$ cat config.mk
export PLATFORM = sky130hd
export DESIGN_NAME = fetch_unit
export DESIGN_NICKNAME = d
export VERILOG_FILES = /design/src/rtl/fetch_unit.sv
export SDC_FILE = /design/constraint.sdc
export NUM_CORES = 1
export LEC_CHECK = 0
export CAP_MARGIN = 20
export CORE_MARGIN = 1.5
export CORE_UTILIZATION = 53
export CTS_BUF_LIST = sky130_fd_sc_hd__clkbuf_16
export DETAILED_ROUTE_END_ITERATION = 6
export PLACE_DENSITY = 0.83
export RECOVER_POWER = 50
export SETUP_SLACK_MARGIN = 0.5
export SYNTH_ARGS = -nofsm -noshare
export SYNTH_HDL_FRONTEND = slang
export SYNTH_SLANG_ARGS = --single-unit
$ cat constraint.sdc
create_clock -name clk_i -period 13.97 [get_ports clk_i]
set_input_delay 2.794 -clock clk_i [delete_from_list [all_inputs] [get_ports clk_i]]
set_output_delay 2.794 -clock clk_i [all_outputs]
set_load 0.02 [all_outputs]
$ cat src/rtl/fetch_unit.sv
// fetch_unit: PC owner and in-order instruction fetch front end with a 2-entry decode queue.
// Redirects flush the queue and discard wrong-path responses still in flight.
module fetch_unit #(
    parameter int DataWidth = 32,
    parameter int AddressWidth = 10,
    parameter logic [AddressWidth-1:0] ResetPc = '0
) (
    input  logic                    clk_i,
    input  logic                    rst_i,
    input  logic                    redirect_i,
    input  logic [AddressWidth-1:0] redirect_target_i,
    output logic                    imem_req_valid_o,
    input  logic                    imem_req_ready_i,
    output logic [AddressWidth-1:0] imem_req_addr_o,
    input  logic                    imem_rsp_valid_i,
    input  logic [DataWidth-1:0]    imem_rsp_data_i,
    output logic                    instr_valid_o,
    input  logic                    instr_ready_i,
    output logic [DataWidth-1:0]    instr_o,
    output logic [AddressWidth-1:0] instr_pc_o,
    output logic [AddressWidth-1:0] instr_pc_plus4_o
);
    logic [AddressWidth-1:0] r_fetch_pc;
    logic [DataWidth-1:0]    r_q_instr [2];
    logic [AddressWidth-1:0] r_q_pc [2];
    logic [AddressWidth-1:0] r_tag [2];
    logic                    r_head;
    logic                    r_tag_head;
    logic [1:0]              r_count;
    logic [1:0]              r_inflight;
    logic [1:0]              r_drop;
    logic                    w_pop;
    logic                    w_acc;
    logic                    w_rsp;
    logic                    w_push;
    logic [2:0]              w_credit;

    assign instr_valid_o    = !rst_i && !redirect_i && r_count != 2'd0;
    assign w_pop            = instr_valid_o && instr_ready_i;
    // queued plus in-flight never exceeds the two queue slots, so a response always has room
    assign w_credit         = {1'b0, r_count} + {1'b0, r_inflight} - {2'b00, w_pop};
    assign imem_req_valid_o = !rst_i && !redirect_i && w_credit < 3'd2;
    assign imem_req_addr_o  = r_fetch_pc;
    assign w_acc            = imem_req_valid_o && imem_req_ready_i;
    assign w_rsp            = imem_rsp_valid_i && r_inflight != 2'd0;
    assign w_push           = w_rsp && r_drop == 2'd0;
    assign instr_o          = r_q_instr[r_head];
    assign instr_pc_o       = r_q_pc[r_head];
    assign instr_pc_plus4_o = r_q_pc[r_head] + AddressWidth'(4);

    always_ff @(posedge clk_i) begin
        if (rst_i) begin
            r_fetch_pc <= ResetPc;
            r_head     <= 1'b0;
            r_tag_head <= 1'b0;
            r_count    <= 2'd0;
            r_inflight <= 2'd0;
            r_drop     <= 2'd0;
        end else if (redirect_i) begin
            r_fetch_pc <= {redirect_target_i[AddressWidth-1:2], 2'b00};
            r_count    <= 2'd0;
            r_inflight <= r_inflight - {1'b0, w_rsp};
            r_drop     <= r_inflight - {1'b0, w_rsp};
            r_tag_head <= r_tag_head ^ w_rsp;
        end else begin
            if (w_acc) begin
                r_fetch_pc                          <= r_fetch_pc + AddressWidth'(4);
                r_tag[r_tag_head ^ r_inflight[0]]   <= r_fetch_pc;
            end
            if (w_push) begin
                r_q_instr[r_head ^ r_count[0]] <= imem_rsp_data_i;
                r_q_pc[r_head ^ r_count[0]]    <= r_tag[r_tag_head];
            end
            r_inflight <= r_inflight + {1'b0, w_acc} - {1'b0, w_rsp};
            r_drop     <= r_drop - {1'b0, w_rsp && r_drop != 2'd0};
            r_tag_head <= r_tag_head ^ w_rsp;
            r_count    <= r_count + {1'b0, w_push} - {1'b0, w_pop};
            r_head     <= r_head ^ w_pop;
        end
    end
endmodule
==> flow_summary.yaml <==
global_routing:
  grt-ovfl-total: 0
  grt_max_degree: 43
  grt_pass1_wl_um: 14460
  antenna_found_initial: 0
  grt_use_total: 0.2008
  grt_pass1_vias: 2974
die:
  coreArea_um2: 8636
  rows: 34
  dieWidth_um: 96.84
  dieArea_um2: 9378
  io-pin-count: 112
  die_h_um: 96.84
  start_util: 0.5404
finish:
  multi_input_area_um2: 1320
  final_layout_size_suffix_gt1_frac: 0.1776
  fin_cells: 536
  area_delta_synth_final_pct: 35.84
  antenna_cells: 0
  final_common_cell: "edfxtp_1"
  fill_cells: 551
  layout.nets: 474
  layout_common_cells: "96 x edfxtp_1, 60 x clkdlybuf4s50_1, 43 x dlygate4sd3_1"
  regArea_um2: 3224
power_and_ir_drop:
  swShare: 0.2384
  p_int_mw: 0.7068
  powerDensity_nw_per_um2: 146.4
  power_leakage_nw: 2.226
  seqPwrFrac: 0.435
  clkPwrFrac: 0.437
  p_comb_frac: 0.128
  switching_power_mw: 0.2212
  ir_drop_mv: 0.08663
synth:
  yosys_warnings: 0
  synth_cells: 303
  postSynth.asyncResetShare: 0
  yosys_register_bits: 113
  synth_edf_count: 96
  yosys.area_share.simple: 0.06005
  yosys.area.top_type_share: 0.6177
  synthTopCellsByArea: "edfxtp_1 62%, mux2_2 11%, dfxtp_1 7.3%"
  syn_area_um2: 4667
  synth_top_family_by_area: "multiplexers"
  ys.flop_type: "edfxtp_1"
  ys_types: 44
  synthMuxAreaShare: 0.1150
  synth_compound_area_frac: 0.03834
  synth-seq-area-share: 0.6906
  synthAdderAreaFrac: 0.03110
  synth_xor_area_frac: 0.03190
  avgSynthCellArea_um2: 15.40
  yosys.area.top_type: "edfxtp_1"
sta:
  max_clock_freq_mhz: 110.4
  worst_slew_pin_slew_ns: 2.279
  rsz0062_at_grt: "false"
  fin_setup_tns_ns: 0
  finalHoldViolations: 0
  period_minus_slack_ns: 9.057
  slew_viol_final: 41
  max_slew_margin: -0.5195
  finalSetupViolCount: 0
  finalCritPeriodShare: 0.6483
  clock_skew_ns: 0.007989
detailed_routing:
  via_per_inst: 5.271
  wl_per_cell_um: 16.29
  routed_wl_um: 8731
  drcViolationCount: 0
  first_iter_violations: 123
  routed-via-count: 2825
  firstDrtPassIters: 4
  antenna_left: 0
clock_tree:
  postCtsSetupBuffers: 0
  clk_transition_reported_paths_ns: 0.05
  ctsResizeCount: 0
  cts_buffer_depth: 2
  root_buffer: "clkbuf_16"
  ctsHoldBuffers: 0
  h-tree-depth: 4
  cts_buffers: 17
  cts_tree: "yes"
  cts_num_sinks: 113
  insertion_delay_ns: 0.40
placement:
  portBuffers: 103
  post-place-cells: 504
  gp_congestion: 0.8371
  place_hpwl_um: 5711
worst_setup_path:
  critical_path_required_ns: 11.18
  setup.worst_path.start_class: "primary input"
  worst_setup_path_end_kind: "primary output"
  critical_path_arrival_ns: 6.26
  path_class: "in -> out"
  cp_max_fo: 22
worst_hold_path:
  hold_class: "reg -> reg"
job:
  maxCapViolations: 1
outcome:
  status: "finished with violations"
  violations: "max-capacitance violations, max-slew violations"
## cell type report
| type | count | share of cell area |
|---|---|---|
| multi-input combinational | 165 | 0.2082 |
| clock inverter | 15 | 0.02289 |
| tap | 108 | 0.02131 |
| timing repair buffer | 104 | 0.1632 |
| clock buffer | 17 | 0.06710 |
| inverter | 14 | 0.008684 |
| sequential | 113 | 0.5086 |
## routing by layer
| layer | wire length, um | share of wire | track usage |
|---|---|---|---|
| met1 | 3729 | 0.43 | 0.2472 |
| met2 | 4393 | 0.50 | 0.3292 |
| met3 | 556 | 0.064 | 0.06936 |
| met4 | 51 | 0.0058 | 0.07358 |
| met5 | 0 | 0 | 0 |
## power groups by stage
| stage | Sequential, mW | Clock, mW | Combinational, mW |
|---|---|---|---|
| 6_report | 0.404 | 0.405 | 0.119 |
| 5_1_grt | 0.406 | 0.428 | 0.132 |
| 4_1_cts | 0.404 | 0.411 | 0.125 |
| 3_5_place_dp | 0.410 | 0 | 0.123 |
| 3_3_place_gp | 0.409 | 0 | 0.119 |
| 2_1_floorplan | 0.405 | 0 | 0.0807 |
## worst max-delay path, stage by stage
cell and delay, ns:
dlygate4sd3_1 1.01, nor2_1 0.22, o211ai_1 0.18, inv_1 0.10, ha_1 0.27, nand2b_1 0.16, fa_1 0.38, xor2_1 0.32
and3_1 0.22, clkdlybuf4s50_1 0.60
## synthesized netlist by cell type, types with 2 or more instances
cell type / number
o22ai_1: 2
dfxtp_1: 17
o211ai_1: 2
edfxtp_1: 96
mux2_2: 45
clkbuf_1: 5
o21ai_0: 3
nor3_1: 2
xor2_1: 6
buf_2: 4
nand2b_1: 5
xnor2_1: 11
ha_1: 10
a21oi_1: 7
nand2_1: 13
nor2_1: 15
and3_1: 3
nand3_1: 7
a31oi_1: 3
a211oi_1: 3
inv_1: 12
buf_4: 6
mux2i_1: 3
and2_1: 3
## per-stage QoR
step | total power, mW | utilization | instance area [um^2] | setup WS [ns] | hold slack (ns)
after global placement | 0.5277 | 0.6685 | 5773 | 5.040 | 0.5225
final | 0.9280 | 0.7341 | 6340 | 4.913 | 0.5409
after detailed placement | 0.5332 | 0.6685 | 5773 | 4.965 | 0.5242
after floorplan | 0.4858 | - | 4686 | 6.465 | 0.5266
after global routing | 0.9661 | 0.7341 | 6340 | 4.674 | 0.5493
after CTS | 0.9392 | 0.7346 | 6344 | 4.949 | 0.5407
## flip-flops by register name, indices dropped and copies added (netlist names), named ones only
name / count
r_q_instr: 64
r_q_pc: 16
r_tag: 16
imem_req_addr_o: 8
r_count: 2
r_drop: 2
r_inflight: 2
r_head: 1
r_tag_head: 1
## cell families (layout without fill, tap and decap cells)
| family | Yosys count | after routing |
|---|---|---|
| compound gates | 27 | 27 |
| xor+xnor | 17 | 17 |
| fa+ha+maj | 11 | 11 |
| buf+inv | 30 | 150 |
| flops | 113 | 113 |
| mux | 48 | 48 |
| other cells | 1 | 6 |
| simple gates | 56 | 56 |
## path summary, 6_finish.rpt
path                       from               end  slack [ns]  cells after the start
max                       rst_i  imem_req_valid_o        4.91                     10
min          imem_req_addr_o[9]       r_tag[0][9]        0.54                      0
max reg2reg          r_count[0]     r_inflight[1]       10.45                     15
min reg2reg  imem_req_addr_o[9]       r_tag[0][9]        0.54                      0
(Power assumes the default switching activity.)
==> RTL change: new RTL, same settings <==
The parameter `AddressWidth` goes from 10 to 12.
--- a/src/rtl/fetch_unit.sv
+++ b/src/rtl/fetch_unit.sv
@@ -4,3 +4,3 @@
     parameter int DataWidth = 32,
-    parameter int AddressWidth = 10,
+    parameter int AddressWidth = 12,
     parameter logic [AddressWidth-1:0] ResetPc = '0
Interface: changed (resized imem_req_addr_o, instr_pc_o, instr_pc_plus4_o and redirect_target_i); port bits go from 112 to 120. The function was not compared with the original's and may differ.
==> RTL change against the original RTL <==
- the flow still finishes with violations (capacitance limit, slew limit)
- utilization up 1.1 points
- power grew 11%
- clock skew is 0.00081 ns higher
- register-to-register slack better by 0.14 ns
- worst setup slack worse by 0.050 ns
- die area is 9.9% higher
- wire length up 12%
- area after synthesis rose by 10%
- synthesized cell count grew 11%
- final area increased by 9.7%
- sequential cell count increased by 10
==> RTL change: results <==
[route]
postRouteWirelength_mm = 9.74
num_vias = 3176
wl_met2_mm = 4.91
met3_length_um = 585
wl_met1_mm = 4.19
drt_iter0_drc = 100

[timing]
whs_ns = 0.535
drv_slew = 43
finalCriticalPeriod_ns = 9.11

[setup_path]
reg2reg_slack_ns = 10.59
slowest_delay_ns = 1.04
worstPathMaxFanout = 21

[layout]
layout.cells.non_filler = 598

[run]
drv_cap = 1

[outcome]
violations = capacitance limit, slew limit
status = complete, but fails checks

[global_route]
grt_util_met3_pct = 6.49
grt_pass1_wl_mm = 15.0
first_global_vias = 3097

[logic_synthesis]
synth_compound_area_share_pct = 4.72
yosys-top-cells-area = edfxtp_1 61%, mux2_2 8.8%, dfxtp_1 7.4%
synth-xor-area-share_pct = 3.24
ys_seq_area_share_pct = 68.1
synthAdderAreaFrac_pct = 2.82
syn_inst = 337

[placed_design]
dp.cells = 566
dp_slack_ns = 4.92
place.gp.congestion = 0.845

[power_and_ir_drop]
ir_drop_uv = 77.9

[hold_path]
holdPathStages = 2
==> RTL change: changes by cell type after synthesis, sizes merged, moves of 2 or more <==
cell / before / now
a21oi: 7 / 10
a32oi: 0 / 2
buf: 11 / 15
clkbuf: 5 / 3
dfxtp: 17 / 19
edfxtp: 96 / 104
inv: 13 / 17
mux2: 45 / 47
nand2b: 5 / 2
nand3: 7 / 5
nand4: 1 / 5
==> RTL change: layout make-up <==
| class | instances | area (sq um) | share of cell area (%) |
|---|---|---|---|
| clock buffer | 17 | 425 | 6.12 |
| clock inverter | 15 | 199 | 2.86 |
| inverter | 17 | 66.3 | 0.954 |
| multi-input combinational | 184 | 1470 | 21.2 |
| sequential | 123 | 3500 | 50.4 |
| tap | 129 | 161 | 2.32 |
| timing repair buffer | 113 | 1120 | 16.1 |
==> RTL change: where the power goes <==
part           switching (mW)  total, mW  leakage [nW]  internal [mW]
sequential             0.0150      0.440          1.10          0.425
combinational          0.0702      0.133          1.06         0.0627
clock                   0.156      0.454         0.295          0.298
